--- config.mk ---
export PLATFORM = sky130hd
export DESIGN_NAME = apb3_regfile_slave
export DESIGN_NICKNAME = d
export VERILOG_FILES = /design/src/rtl/apb3_slave_pkg.sv /design/src/rtl/apb3_reg_bank.sv /design/src/rtl/apb3_regfile_slave.sv
export SDC_FILE = /design/constraint.sdc
export NUM_CORES = 1
export LEC_CHECK = 0
export ABC_AREA = 1
export CAP_MARGIN = 30
export CORE_AREA = 2 2 233 235
export CTS_CLUSTER_SIZE = 20
export DETAILED_ROUTE_END_ITERATION = 7
export DIE_AREA = 0 0 235 237
export DONT_BUFFER_PORTS = 1
export GPL_TIMING_DRIVEN = 1
export PLACE_DENSITY_LB_ADDON = 0.08
export SLEW_MARGIN = 5
export SYNTH_ARGS = -nofsm -noshare
export SYNTH_HDL_FRONTEND = slang
export SYNTH_SLANG_ARGS = --single-unit
--- constraint.sdc ---
create_clock -name PCLK -period 1.5 [get_ports PCLK]
set_input_delay 0.15 -clock PCLK [delete_from_list [all_inputs] [get_ports PCLK]]
set_output_delay 0.15 -clock PCLK [all_outputs]
set_load 0.02 [all_outputs]
--- src/rtl/apb3_slave_pkg.sv ---
// Shared types and helpers for the APB3 register-file slave.
package apb3_slave_pkg;

  localparam int MAX_WAIT = 15;

  typedef enum logic [1:0] {
    IDLE = 2'd0,
    WAIT = 2'd1,
    DONE = 2'd2
  } state_t;

  // Number of byte-offset bits below the register index.
  function automatic int calc_index_lsb(input int data_width);
    return $clog2(data_width / 8);
  endfunction

endpackage

--- src/rtl/apb3_reg_bank.sv ---
// Register storage with a single write port, read-only substitution from hw_val,
// flattened contents for peripheral logic and a registered per-register write strobe.
module apb3_reg_bank
  import apb3_slave_pkg::*;
#(
  parameter int                DATA_WIDTH = 32,
  parameter int                REG_NUM    = 8,
  parameter int                IDX_W      = 3,
  parameter logic [REG_NUM-1:0] RO_MASK   = '0
) (
  input  logic                          PCLK,
  input  logic                          PRESETn,
  input  logic                          wr_en,
  input  logic [IDX_W-1:0]              wr_idx,
  input  logic [DATA_WIDTH-1:0]         wr_data,
  input  logic [IDX_W-1:0]              rd_idx,
  input  logic [REG_NUM*DATA_WIDTH-1:0] hw_val,
  output logic [DATA_WIDTH-1:0]         rd_data,
  output logic [REG_NUM*DATA_WIDTH-1:0] reg_q,
  output logic [REG_NUM-1:0]            wr_pulse
);

  localparam logic [IDX_W:0] NUM = (IDX_W + 1)'(REG_NUM);

  logic [DATA_WIDTH-1:0] regs   [REG_NUM];
  logic [DATA_WIDTH-1:0] hw_arr [REG_NUM];

  logic wr_ok;
  logic rd_ok;

  assign wr_ok = wr_en && ({1'b0, wr_idx} < NUM);
  assign rd_ok = ({1'b0, rd_idx} < NUM);

  for (genvar i = 0; i < REG_NUM; i++) begin : g_slot
    assign hw_arr[i]                           = hw_val[i*DATA_WIDTH +: DATA_WIDTH];
    assign reg_q[i*DATA_WIDTH +: DATA_WIDTH]   = RO_MASK[i] ? '0 : regs[i];
  end

  always_ff @(posedge PCLK or negedge PRESETn) begin
    if (!PRESETn) begin
      for (int i = 0; i < REG_NUM; i++) regs[i] <= '0;
      wr_pulse <= '0;
    end else begin
      wr_pulse <= '0;
      if (wr_ok) begin
        regs[wr_idx]     <= wr_data;
        wr_pulse[wr_idx] <= 1'b1;
      end
    end
  end

  // Read-only slots show the live hardware value instead of storage.
  always_comb begin
    rd_data = '0;
    if (rd_ok) begin
      rd_data = RO_MASK[rd_idx] ? hw_arr[rd_idx] : regs[rd_idx];
    end
  end

endmodule

--- src/rtl/apb3_regfile_slave.sv ---
// APB3 register-file slave: address decode, transfer FSM with wait-state counter,
// and the register bank behind it.
module apb3_regfile_slave
  import apb3_slave_pkg::*;
#(
  parameter int                 ADDR_WIDTH  = 8,
  parameter int                 DATA_WIDTH  = 32,
  parameter int                 REG_NUM     = 8,
  parameter int                 WAIT_CYCLES = 0,
  parameter logic [REG_NUM-1:0] RO_MASK     = '0
) (
  input  logic                          PCLK,
  input  logic                          PRESETn,
  input  logic [ADDR_WIDTH-1:0]         PADDR,
  input  logic                          PSEL,
  input  logic                          PENABLE,
  input  logic                          PWRITE,
  input  logic [DATA_WIDTH-1:0]         PWDATA,
  output logic [DATA_WIDTH-1:0]         PRDATA,
  output logic                          PREADY,
  output logic                          PSLVERR,
  input  logic [REG_NUM*DATA_WIDTH-1:0] hw_val,
  output logic [REG_NUM*DATA_WIDTH-1:0] reg_q,
  output logic [REG_NUM-1:0]            wr_pulse
);

  localparam int INDEX_LSB = calc_index_lsb(DATA_WIDTH);
  localparam int IDX_W     = (REG_NUM > 1) ? $clog2(REG_NUM) : 1;
  localparam int CNT_W     = (WAIT_CYCLES > 0) ? $clog2(WAIT_CYCLES + 1) : 1;
  localparam int CMP_W     = ADDR_WIDTH + 8;

  localparam logic [ADDR_WIDTH-1:0] ALIGN_MASK = ADDR_WIDTH'((1 << INDEX_LSB) - 1);
  localparam logic [CMP_W-1:0]      REG_LIMIT  = CMP_W'(REG_NUM);

  if (WAIT_CYCLES < 0 || WAIT_CYCLES > MAX_WAIT) begin : g_bad_wait
    $error("apb3_regfile_slave: WAIT_CYCLES out of range");
  end
  if (DATA_WIDTH != 8 && DATA_WIDTH != 16 && DATA_WIDTH != 32) begin : g_bad_width
    $error("apb3_regfile_slave: DATA_WIDTH must be 8, 16 or 32");
  end
  if (REG_NUM < 1 || REG_NUM > 64) begin : g_bad_num
    $error("apb3_regfile_slave: REG_NUM out of range");
  end

  // Setup-phase decode, only captured in IDLE.
  logic [ADDR_WIDTH-1:0] idx_full;
  logic [IDX_W-1:0]      idx_d;
  logic                  misaligned_d;
  logic                  unmapped_d;
  logic                  ro_err_d;
  logic                  err_d;

  assign idx_full     = PADDR >> INDEX_LSB;
  assign idx_d        = idx_full[IDX_W-1:0];
  assign misaligned_d = |(PADDR & ALIGN_MASK);
  assign unmapped_d   = ({8'd0, idx_full} >= REG_LIMIT);
  assign ro_err_d     = PWRITE && !unmapped_d && RO_MASK[idx_d];
  assign err_d        = misaligned_d || unmapped_d || ro_err_d;

  state_t           state_q, state_d;
  logic [CNT_W-1:0] cnt_q, cnt_d;
  logic [IDX_W-1:0] idx_q;
  logic             wr_q;
  logic             err_q;
  logic             setup;
  logic             commit;

  always_ff @(posedge PCLK or negedge PRESETn) begin
    if (!PRESETn) begin
      state_q <= IDLE;
      cnt_q   <= '0;
      idx_q   <= '0;
      wr_q    <= 1'b0;
      err_q   <= 1'b0;
    end else begin
      state_q <= state_d;
      cnt_q   <= cnt_d;
      if (setup) begin
        idx_q <= idx_d;
        wr_q  <= PWRITE;
        err_q <= err_d;
      end
    end
  end

  always_comb begin
    state_d = state_q;
    cnt_d   = cnt_q;
    setup   = 1'b0;
    commit  = 1'b0;
    unique case (state_q)
      IDLE: begin
        if (PSEL && !PENABLE) begin
          setup   = 1'b1;
          cnt_d   = CNT_W'(WAIT_CYCLES);
          state_d = (WAIT_CYCLES > 0) ? WAIT : DONE;
        end
      end
      WAIT: begin
        if (!PSEL) begin
          state_d = IDLE;
          cnt_d   = '0;
        end else begin
          if (cnt_q != '0) cnt_d = cnt_q - CNT_W'(1);
          if (cnt_q <= CNT_W'(1)) state_d = DONE;
        end
      end
      DONE: begin
        // A dropped PSEL/PENABLE here is an abort: nothing is committed.
        commit  = PSEL && PENABLE && wr_q && !err_q;
        cnt_d   = '0;
        state_d = IDLE;
      end
      default: begin
        state_d = IDLE;
        cnt_d   = '0;
      end
    endcase
  end

  logic [DATA_WIDTH-1:0] rd_data;

  apb3_reg_bank #(
    .DATA_WIDTH (DATA_WIDTH),
    .REG_NUM    (REG_NUM),
    .IDX_W      (IDX_W),
    .RO_MASK    (RO_MASK)
  ) u_bank (
    .PCLK     (PCLK),
    .PRESETn  (PRESETn),
    .wr_en    (commit),
    .wr_idx   (idx_q),
    .wr_data  (PWDATA),
    .rd_idx   (idx_q),
    .hw_val   (hw_val),
    .rd_data  (rd_data),
    .reg_q    (reg_q),
    .wr_pulse (wr_pulse)
  );

  // Response is driven from state and latched fields only.
  assign PREADY  = (state_q == DONE);
  assign PSLVERR = (state_q == DONE) && err_q;
  assign PRDATA  = ((state_q == DONE) && !wr_q && !err_q) ? rd_data : '0;

endmodule

## Word-level counts from Yosys, hierarchy flattened

Memories as Yosys holds them, arrays and structs flattened.
Index checks and enable logic that the tools add are counted.

- Magnitude comparators: 7
- $add $sub $neg: 1
- Reductions and logical operators: 20
- Bitwise gates (word level): 1
- Muxes and demuxes: 27
- Equality and inequality tests: 4

Operators with widths:

| kind | number |
|---|---|
| $bwmux 256 | 1 |
| $mux 32 | 7 |
| $bmux 32 s3 | 2 |
| $demux 32 s3 | 1 |
| $logic_and 1x1->1 | 11 |
| $mux 1 | 9 |
| $lt 3x4->1 const B | 2 |
| $mux 8 | 1 |
| $ge 6x4->1 const B | 1 |
| $mux 2 | 3 |
| $ge 4x4->1 const B | 1 |
| $logic_not 1->1 | 4 |
| $lt 4x1->1 const B | 1 |
| $not 3->4 | 1 |
| $pmux 2 s2 | 1 |
| $demux 1 s3 | 1 |
| $ge 3x1->1 const B | 1 |
| $ne 3x3->1 const B | 1 |
| $eq 2x1->1 const B | 1 |
| $eq 2x2->1 const B | 1 |
| $logic_not 2->1 | 1 |
| $logic_or 1x1->1 | 2 |
| $ne 2x2->1 const B | 1 |
| $pmux 1 s2 | 1 |
| other kinds (4) | 4 |

- Memories: 2
- Memory bits (read-only): 16
- Output and inout port bits: 298
- Logic and storage cells: 76
- Flip-flop bits (word level): 272

Memories:

| name | words | bits a word | read ports | clocked after Yosys merged registers in | wr ports | RTL line | source |
|---|---|---|---|---|---|---|---|
| (name not given) | 8 | 1 | 1 | 0 | 0 | apb3_reg_bank.sv:56 | `rd_data = RO_MASK[rd_idx] ? hw_arr[rd_idx] : regs[rd_idx];` |
| (name not given) | 8 | 1 | 1 | 0 | 0 | apb3_regfile_slave.sv:57 | `assign ro_err_d = PWRITE && !unmapped_d && RO_MASK[idx_d];` |

## Logic depth before layout (Yosys ltp)

Gate-level depths: netlist (run 1).

- Word-level depth: 6
- Depth in mapped cells: 9
- Gate-level depth less buffers: 7

## By module

From an unflattened synthesis (run 1), not the netlist that was laid out.

- Cell total of the unflattened synthesis: 1842
- Area, all modules: 13618.1 sq um

Modules (own cells, without submodules):

| module | area each (sq um) | cells each | instances | sequential area each (sq um) |
|---|---|---|---|---|
| apb3_reg_bank | 12982.5 | 1739 | 1 | 6606.3 |
| apb3_regfile_slave | 635.6 | 103 | 1 | 150.1 |

## Worst setup path after synthesis (run 1)

Ideal clock, no wire load.

- Kind: flip-flop to output port
- Start point: register idx_q[2]
- End point: output port PRDATA[14]
- Arrival time: 1.507 ns
- Stages on the path, launching flop included: 9
- Slack: -0.157 ns
- Path through: dfrtp_1 > buf_4 > nor2_1 > buf_2 > buf_2 > nand3_1 > nand3_1 > nor2_1 > nor2_1

- Word-level cells in the longest chain between the ends: 6
- Elaborated cells between the ends (all ways): 11
- Those cells by class: mux: 9; bitwise: 1; memory: 1

RTL lines:

| item | RTL line | source |
|---|---|---|
| start: declaration | apb3_regfile_slave.sv:62 | `logic [IDX_W-1:0] idx_q;` |
| start signal: assignment | apb3_regfile_slave.sv:79 | `idx_q <= idx_d;` |
| $not 3->4 (implied by the code) | apb3_reg_bank.sv:56 |  |
| $bmux 32 s3 | apb3_reg_bank.sv:56 |  |
| $mux 32 (implied by the code) (2 in a row) | apb3_reg_bank.sv:56 |  |
| $mux 32 * | apb3_reg_bank.sv:56 |  |
| $mux 32 * | apb3_regfile_slave.sv:144 | `assign PRDATA = ((state_q == DONE) && !wr_q && !err_q) ? rd_data : '0;` |
| end: declaration | apb3_regfile_slave.sv:19 | `output logic [DATA_WIDTH-1:0] PRDATA,` |

Every way passes the cells marked *; elsewhere a longest branch is shown, timed or not. The select of a mux whose other input is x is not followed.

## Worst setup path in the final report (run 1)

- Start point: register idx_q[0]
- End point: output port PRDATA[27]

The elaborated chain is that of the path after synthesis.

==> results of run 1 <==
## power groups by stage
stage                     Sequential (mW)  Clock, mW  Combinational, mW
final                                7.49       8.62               3.91
after CTS                            7.48       8.82               3.28
after global placement               7.60          0               2.30
after floorplan                      7.65          0               1.01
after detailed placement             7.60          0               2.30
after global routing                 7.50       9.16               4.11
## critical path: stages (launching register included)
cell,delay [ns]
dfrtp_4,0.51
inv_6,0.09
buf_12,0.13
buf_12,0.12
buf_16,0.13
nand2_2,0.06
nand2_2,0.06
nand2_1,0.04
nand2_1,0.05
nand2_1,0.06
a21oi_2,0.18
buf_4,0.17
## worst paths after layout
path,start,endpoint,slack [ns],cells past startpoint
setup / recovery,idx_q[0],PRDATA[27],-0.80,11
hold / removal,PRESETn,err_q,-0.69,0
setup reg to reg,idx_q[0],u_bank.reg_q[130],-0.56,11
hold reg to reg,wr_q,wr_q,0.59,3
max in group asynchronous,PRESETn,u_bank.reg_q[49],1.70,0
min in group PCLK,PSEL,u_bank.reg_q[242],0.27,6
## synthesized netlist by cell type
cell | n | area (um^2)
buf_2 | 42 | 210
nor3_4 | 1 | 16.3
buf_4 | 2 | 15.0
inv_1 | 113 | 424
nand2_2 | 1 | 6.26
a21oi_1 | 15 | 75.1
nor2_1 | 46 | 173
inv_2 | 3 | 11.3
nand2_1 | 831 | 3120
o21ai_0 | 67 | 335
nor2_4 | 2 | 22.5
clkbuf_1 | 59 | 221
a31oi_1 | 1 | 6.26
buf_1 | 13 | 48.8
clkinv_1 | 2 | 7.51
nand3b_1 | 1 | 7.51
dfrtp_1 | 270 | 6760
o21ai_1 | 32 | 160
nand3_1 | 267 | 1340
nor3_1 | 1 | 5.00
## routing by layer
layer / routed length [um] / track usage, % / vias up / part of all wire [%]
met3: 7450 / 10.5 / 66 / 11
met1: 30400 / 31.0 / 6591 / 44
met2: 31100 / 35.3 / 429 / 44
met4: 985 / 4.32 / 0 / 1.4
met5: 0 / 0 / - / 0
li1: - / - / 6240 / -
## state kept, by name, summed over array words and instances, names as in the netlist
name	flops
err_q	1
u_bank.wr_pulse	8
idx_q	3
state_q	1
u_bank.reg_q	256
wr_q	1
## cells by family after synthesis
kind of cell           synth area share [%]
flip-flops                             52.1
buffers and inverters                  7.24
AO/OA/AOI/OAI                          4.45
AND/OR/NAND/NOR                        36.2
## cell type report
cell class / count / area [um^2] / share of cell area [%]
antenna: 1 / 2.50 / 0.0121
clock inverter: 7 / 50.0 / 0.242
inverter: 118 / 453 / 2.19
sequential: 270 / 6760 / 32.7
timing repair buffer: 410 / 4710 / 22.7
tap: 696 / 871 / 4.20
multi-input combinational: 1265 / 6760 / 32.7
clock buffer: 54 / 1100 / 5.32
## per-stage QoR
step / power, mW / TNS [ns] / worst slack, ns / cell area, um^2
3_3_place_gp: 9.90 / -87.37 / -0.523 / 16100
6_report: 20.0 / -114.03 / -0.805 / 20700
4_1_cts: 19.6 / -102.10 / -0.838 / 19000
3_5_place_dp: 9.90 / -91.55 / -0.509 / 16100
5_1_grt: 20.8 / -134.00 / -0.914 / 20700
2_1_floorplan: 8.66 / -0.147 / -0.0279 / 13100
## what timing repair did
action | 4_1_cts | 5_1_grt
setup endpoints to repair | 297 | 298
setup buffers | 29 | 28
hold endpoints to repair | 532 | 270
pin swaps | 94 | 134
resized for setup | 125 | 311
gates cloned | 17 | 20
==> impl_metrics.yaml, run 1 <==
sta:
  clock.fmax_mhz: 434
  tightest_slew_ns: 0.575
  slew_headroom_pct: 61.7
  worst_slack_ns: -0.805
  final-setup-viol-count: 298
  hold_ws_ns: -0.692
  finalCritPeriodShare_pct: 154
  fin_crit_ns: 2.30
  clock_skew_ns: 0.0277
  rsz0062_at_grt: "yes"
  slew_violations: 0
  hold_viol: 270
route:
  drc_errors: 0
  via_per_inst: 4.72
  dr.pass1.iters: 5
  totalWireLength_um: 69900
  wire_per_inst_um: 24.8
  drtIter0Drc: 891
  vias: 13326
  postRouteAntennaNets: 0
power:
  power.share.clock_pct: 43.1
  leakage_nw: 10.5
  combPwrFrac_pct: 19.5
  p_switching_mw: 5.92
  internal_power_mw: 14.1
  vdd_drop_max_mv: 0.724
  switching_share_pct: 29.6
  power.density_mw_per_mm2: 966
  seq_power_share_pct: 37.4
job:
  cap_violations: 0
synthesis:
  synth_nets: 2070
  ys_ff_latch: 270
  synthesis.area_mm2: 0.0130
  yosys_warnings: 0
  synth.distinct_cells: 20
  syn_inst: 1769
  avgSynthCellArea_um2: 7.32
  ys_seq_area_share_pct: 52.1
clock_tree:
  clk_pin_slew_ns: 0.06
  ctsHtreeMaxLevel: 2
  clk-insertion-delay-late_ns: 0.55
  cts_tree: "built"
  clockRootBuffer: "clkbuf_16"
  numCtsBuffers: 37
  ctsHoldBuffers: 42
  clockBufferDepth: 3
  clock_sinks: 270
setup_path:
  cp-start-kind: "register"
  worstPathRequired_ns: 1.35
  critPathCaptureType: "output pin"
  crit_arrival_ns: 2.15
  crit_path_max_fanout: 6
  worst-setup-path-type: "register to output pin"
global_routing:
  grt_util_all_layers_pct: 23.4
  grt_max_degree: 271
  antenna_found_initial: 1
  grt-ovfl-total: 0
  grt_pass1_vias: 13239
  grt_pass1_wl_um: 95600
finish:
  final_cells: 2821
  final_cell_mix: "nand2_1, dfrtp_1, buf_4"
  layout_commonest_cell: "nand2_1"
  fill_cells: 5541
  nets: 2403
  syn_to_final_growth_pct: 59.9
  utilization_pct: 38.9
  drive_gt1_share_pct: 35.0
floorplanning:
  rows: 85
  dieArea_mm2: 0.0557
  ios: 599
  core-area_mm2: 0.0533
  start_util_pct: 24.3
  die-height_um: 237
  die_w_um: 235
status:
  violations: "hold timing, setup timing"
  outcome: "finished, violations left"
worst_hold_path:
  hold_class: "primary input to async pin"
placement:
  dp_cells: 2634
  dp_hpwl_um: 41300
  gp_congestion: 0.797
  io_buffers: 0
(Power assumes the default switching activity.)
==> inputs of run 2 (changes only) <==
--- a/config.mk
+++ b/config.mk
@@ -12,8 +12,8 @@
 export DETAILED_ROUTE_END_ITERATION = 7
 export DIE_AREA = 0 0 235 237
 export DONT_BUFFER_PORTS = 1
-export GPL_TIMING_DRIVEN = 1
-export PLACE_DENSITY_LB_ADDON = 0.08
+export GPL_TIMING_DRIVEN = 0
+export PLACE_DENSITY_LB_ADDON = 0.12
 export SLEW_MARGIN = 5
 export SYNTH_ARGS = -nofsm -noshare
 export SYNTH_HDL_FRONTEND = slang
==> impl_metrics.yaml, run 2 (synthesized netlist as in run 1, its figures left out) <==
route:
  totalWireLength_um: 78800
  via_per_inst: 4.98
  dr.pass1.iters: 5
  drtIter0Drc: 1052
  vias: 13277
  drc_errors: 0
  wire_per_inst_um: 29.6
  postRouteAntennaNets: 0
finish:
  syn_to_final_growth_pct: 51.6
  stdcell_area_mm2: 0.0196
  largest_register_ffs: 256
  fill_cells: 5502
  final_cell_mix: "nand2_1, dfrtp_1, nand3_1"
  layout_commonest_cell: "nand2_1"
  final_cells: 2665
  drive_gt1_share_pct: 29.0
  nets: 2240
floorplanning:
  ios: 599
  start_util_pct: 24.3
  rows: 85
  dieArea_mm2: 0.0557
  core-area_mm2: 0.0533
  die-height_um: 237
  die_w_um: 235
clock_tree:
  clk-insertion-delay-late_ns: 0.56
  ctsHoldBuffers: 42
  cts_tree: "built"
  clockBufferDepth: 3
  clk_pin_slew_ns: 0.06
  clockRootBuffer: "clkbuf_16"
  clock_sinks: 270
  numCtsBuffers: 37
  ctsHtreeMaxLevel: 2
job:
  cap_violations: 0
setup_path:
  crit_path_max_fanout: 10
  worstPathRequired_ns: 1.35
  cpMostUsedCell: "nand2_1"
  crit_chain: "clkinv_4 -> buf_12 -> buf_8 -> nand2_1 -> nand2_1 -> nand2_1 -> nand2_1 -> nand2_1 -> a21oi_4"
  cpPeakStageDelay_ns: 0.43
  critPathCaptureType: "output pin"
  worst-setup-path-type: "register to output pin"
  cpMaxStageDelayCell: "dfrtp_1"
  cp-start-kind: "register"
  crit_arrival_ns: 2.08
placement:
  gp_congestion: 0.860
  placed_area_mm2: 0.0141
  io_buffers: 0
  dp_cells: 2473
  dp_hpwl_um: 51600
sta:
  clock_skew_ns: 0.0272
  slew_violations: 0
  rsz0062_at_grt: "yes"
  hold_viol: 270
  final-setup-viol-count: 296
  worst_slack_ns: -0.731
  hold_ws_ns: -0.709
  fin_crit_ns: 2.23
  setup_tns_ns: -97.62
  slew_headroom_pct: 67.9
  tightest_slew_ns: 0.481
  finalCritPeriodShare_pct: 149
  clock.fmax_mhz: 448
status:
  violations: "hold timing, setup timing"
  outcome: "finished, violations left"
power:
  internal_power_mw: 14.4
  seq_power_share_pct: 36.8
  leakage_nw: 9.92
  vdd_drop_max_mv: 0.898
  p_switching_mw: 6.23
  power.density_mw_per_mm2: 1050
  combPwrFrac_pct: 18.1
  switching_share_pct: 30.2
  power.share.clock_pct: 45.1
global_routing:
  antenna_found_initial: 4
  grt-ovfl-total: 0
  grt_max_degree: 271
  grt_pass1_wl_um: 105000
  grt_pass1_vias: 12803
  grt_util_all_layers_pct: 27.0
worst_hold_path:
  hold_class: "primary input to async pin"
[run 2: changes by cell type in the layout (fill, tap and decap cells not counted), moves of 12 or more]
cell and change:
a21oi_2 -15, buf_8 +23, nand2_2 +44, clkbuf_8 +12, nand3_1 +82, o21ai_0 -22
nand3_2 -86, clkbuf_16 +15, buf_4 -205, a21oi_4 +15, nand2_1 -52, buf_12 -16
o21ai_1 +17
[run 2: final cells by class]
type / instances / area [um^2] / area share (%)
repair buffers: 135 / 1740 / 8.87
flip-flops and latches: 270 / 6760 / 34.4
well taps: 696 / 871 / 4.43
clock inverters: 13 / 121 / 0.618
diodes: 2 / 5.00 / 0.0255
inverters: 118 / 459 / 2.34
multi-input cells: 1265 / 6740 / 34.3
clock buffers: 54 / 1140 / 5.82
plain buffers: 112 / 1800 / 9.15
[run 2: worst max-delay path: cells and delay by family, from the launching register on]
family | cells | cell delay [ns]
AO/OA/AOI/OAI | 1 | 0.26
buffers and inverters | 3 | 0.43
flip-flops | 1 | 0.43
AND/OR/NAND/NOR | 5 | 0.39
[run 2: stage by stage]
step | setup WS (ns) | utilization (%) | total power, mW | hold WS [ns]
after CTS | -0.727 | 34.6 | 20.5 | -0.733
after global routing | -0.790 | 36.9 | 21.2 | -0.725
after detailed placement | -1.15 | 26.4 | 9.80 | -0.135
after floorplan | -0.0279 | - | 8.66 | -0.146
after global placement | -1.09 | 26.2 | 9.76 | -0.135
final | -0.731 | 36.9 | 20.6 | -0.709
[run 2: metal layers]
metal,routed length [um],track usage [%]
met5,13,0
met4,2270,8.88
met3,9140,11.8
met2,32900,38.9
met1,34400,35.9
[run 2: worst paths after layout]
check	cells after the start	slack [ns]	to	start
max	9	-0.73	PRDATA[29]	idx_q[0]
max in group asynchronous	0	1.80	u_bank.reg_q[142]	PRESETn
min reg2reg	3	0.62	wr_q	wr_q
max reg2reg	11	-0.40	u_bank.reg_q[139]	wr_q
min in group PCLK	3	0.28	wr_q	PWRITE
min	0	-0.71	u_bank.reg_q[3]	PRESETn
[run 2: power by group through the flow]
stage               combinational, mW  sequential, mW  clock, mW
floorplan                        1.01            7.65          0
global placement                 2.05            7.70          0
detailed placement               2.09            7.70          0
CTS                              3.47            7.58       9.45
global route                     3.84            7.61       9.73
finish                           3.73            7.60       9.29
[run 2: what timing repair did]
action                     4_1_cts  5_1_grt
hold endpoints to repair       532      270
resized for setup              530      282
buffers inserted                50       18
gates cloned                     7       12
setup endpoints to repair      298      297
pin swaps                       49       51
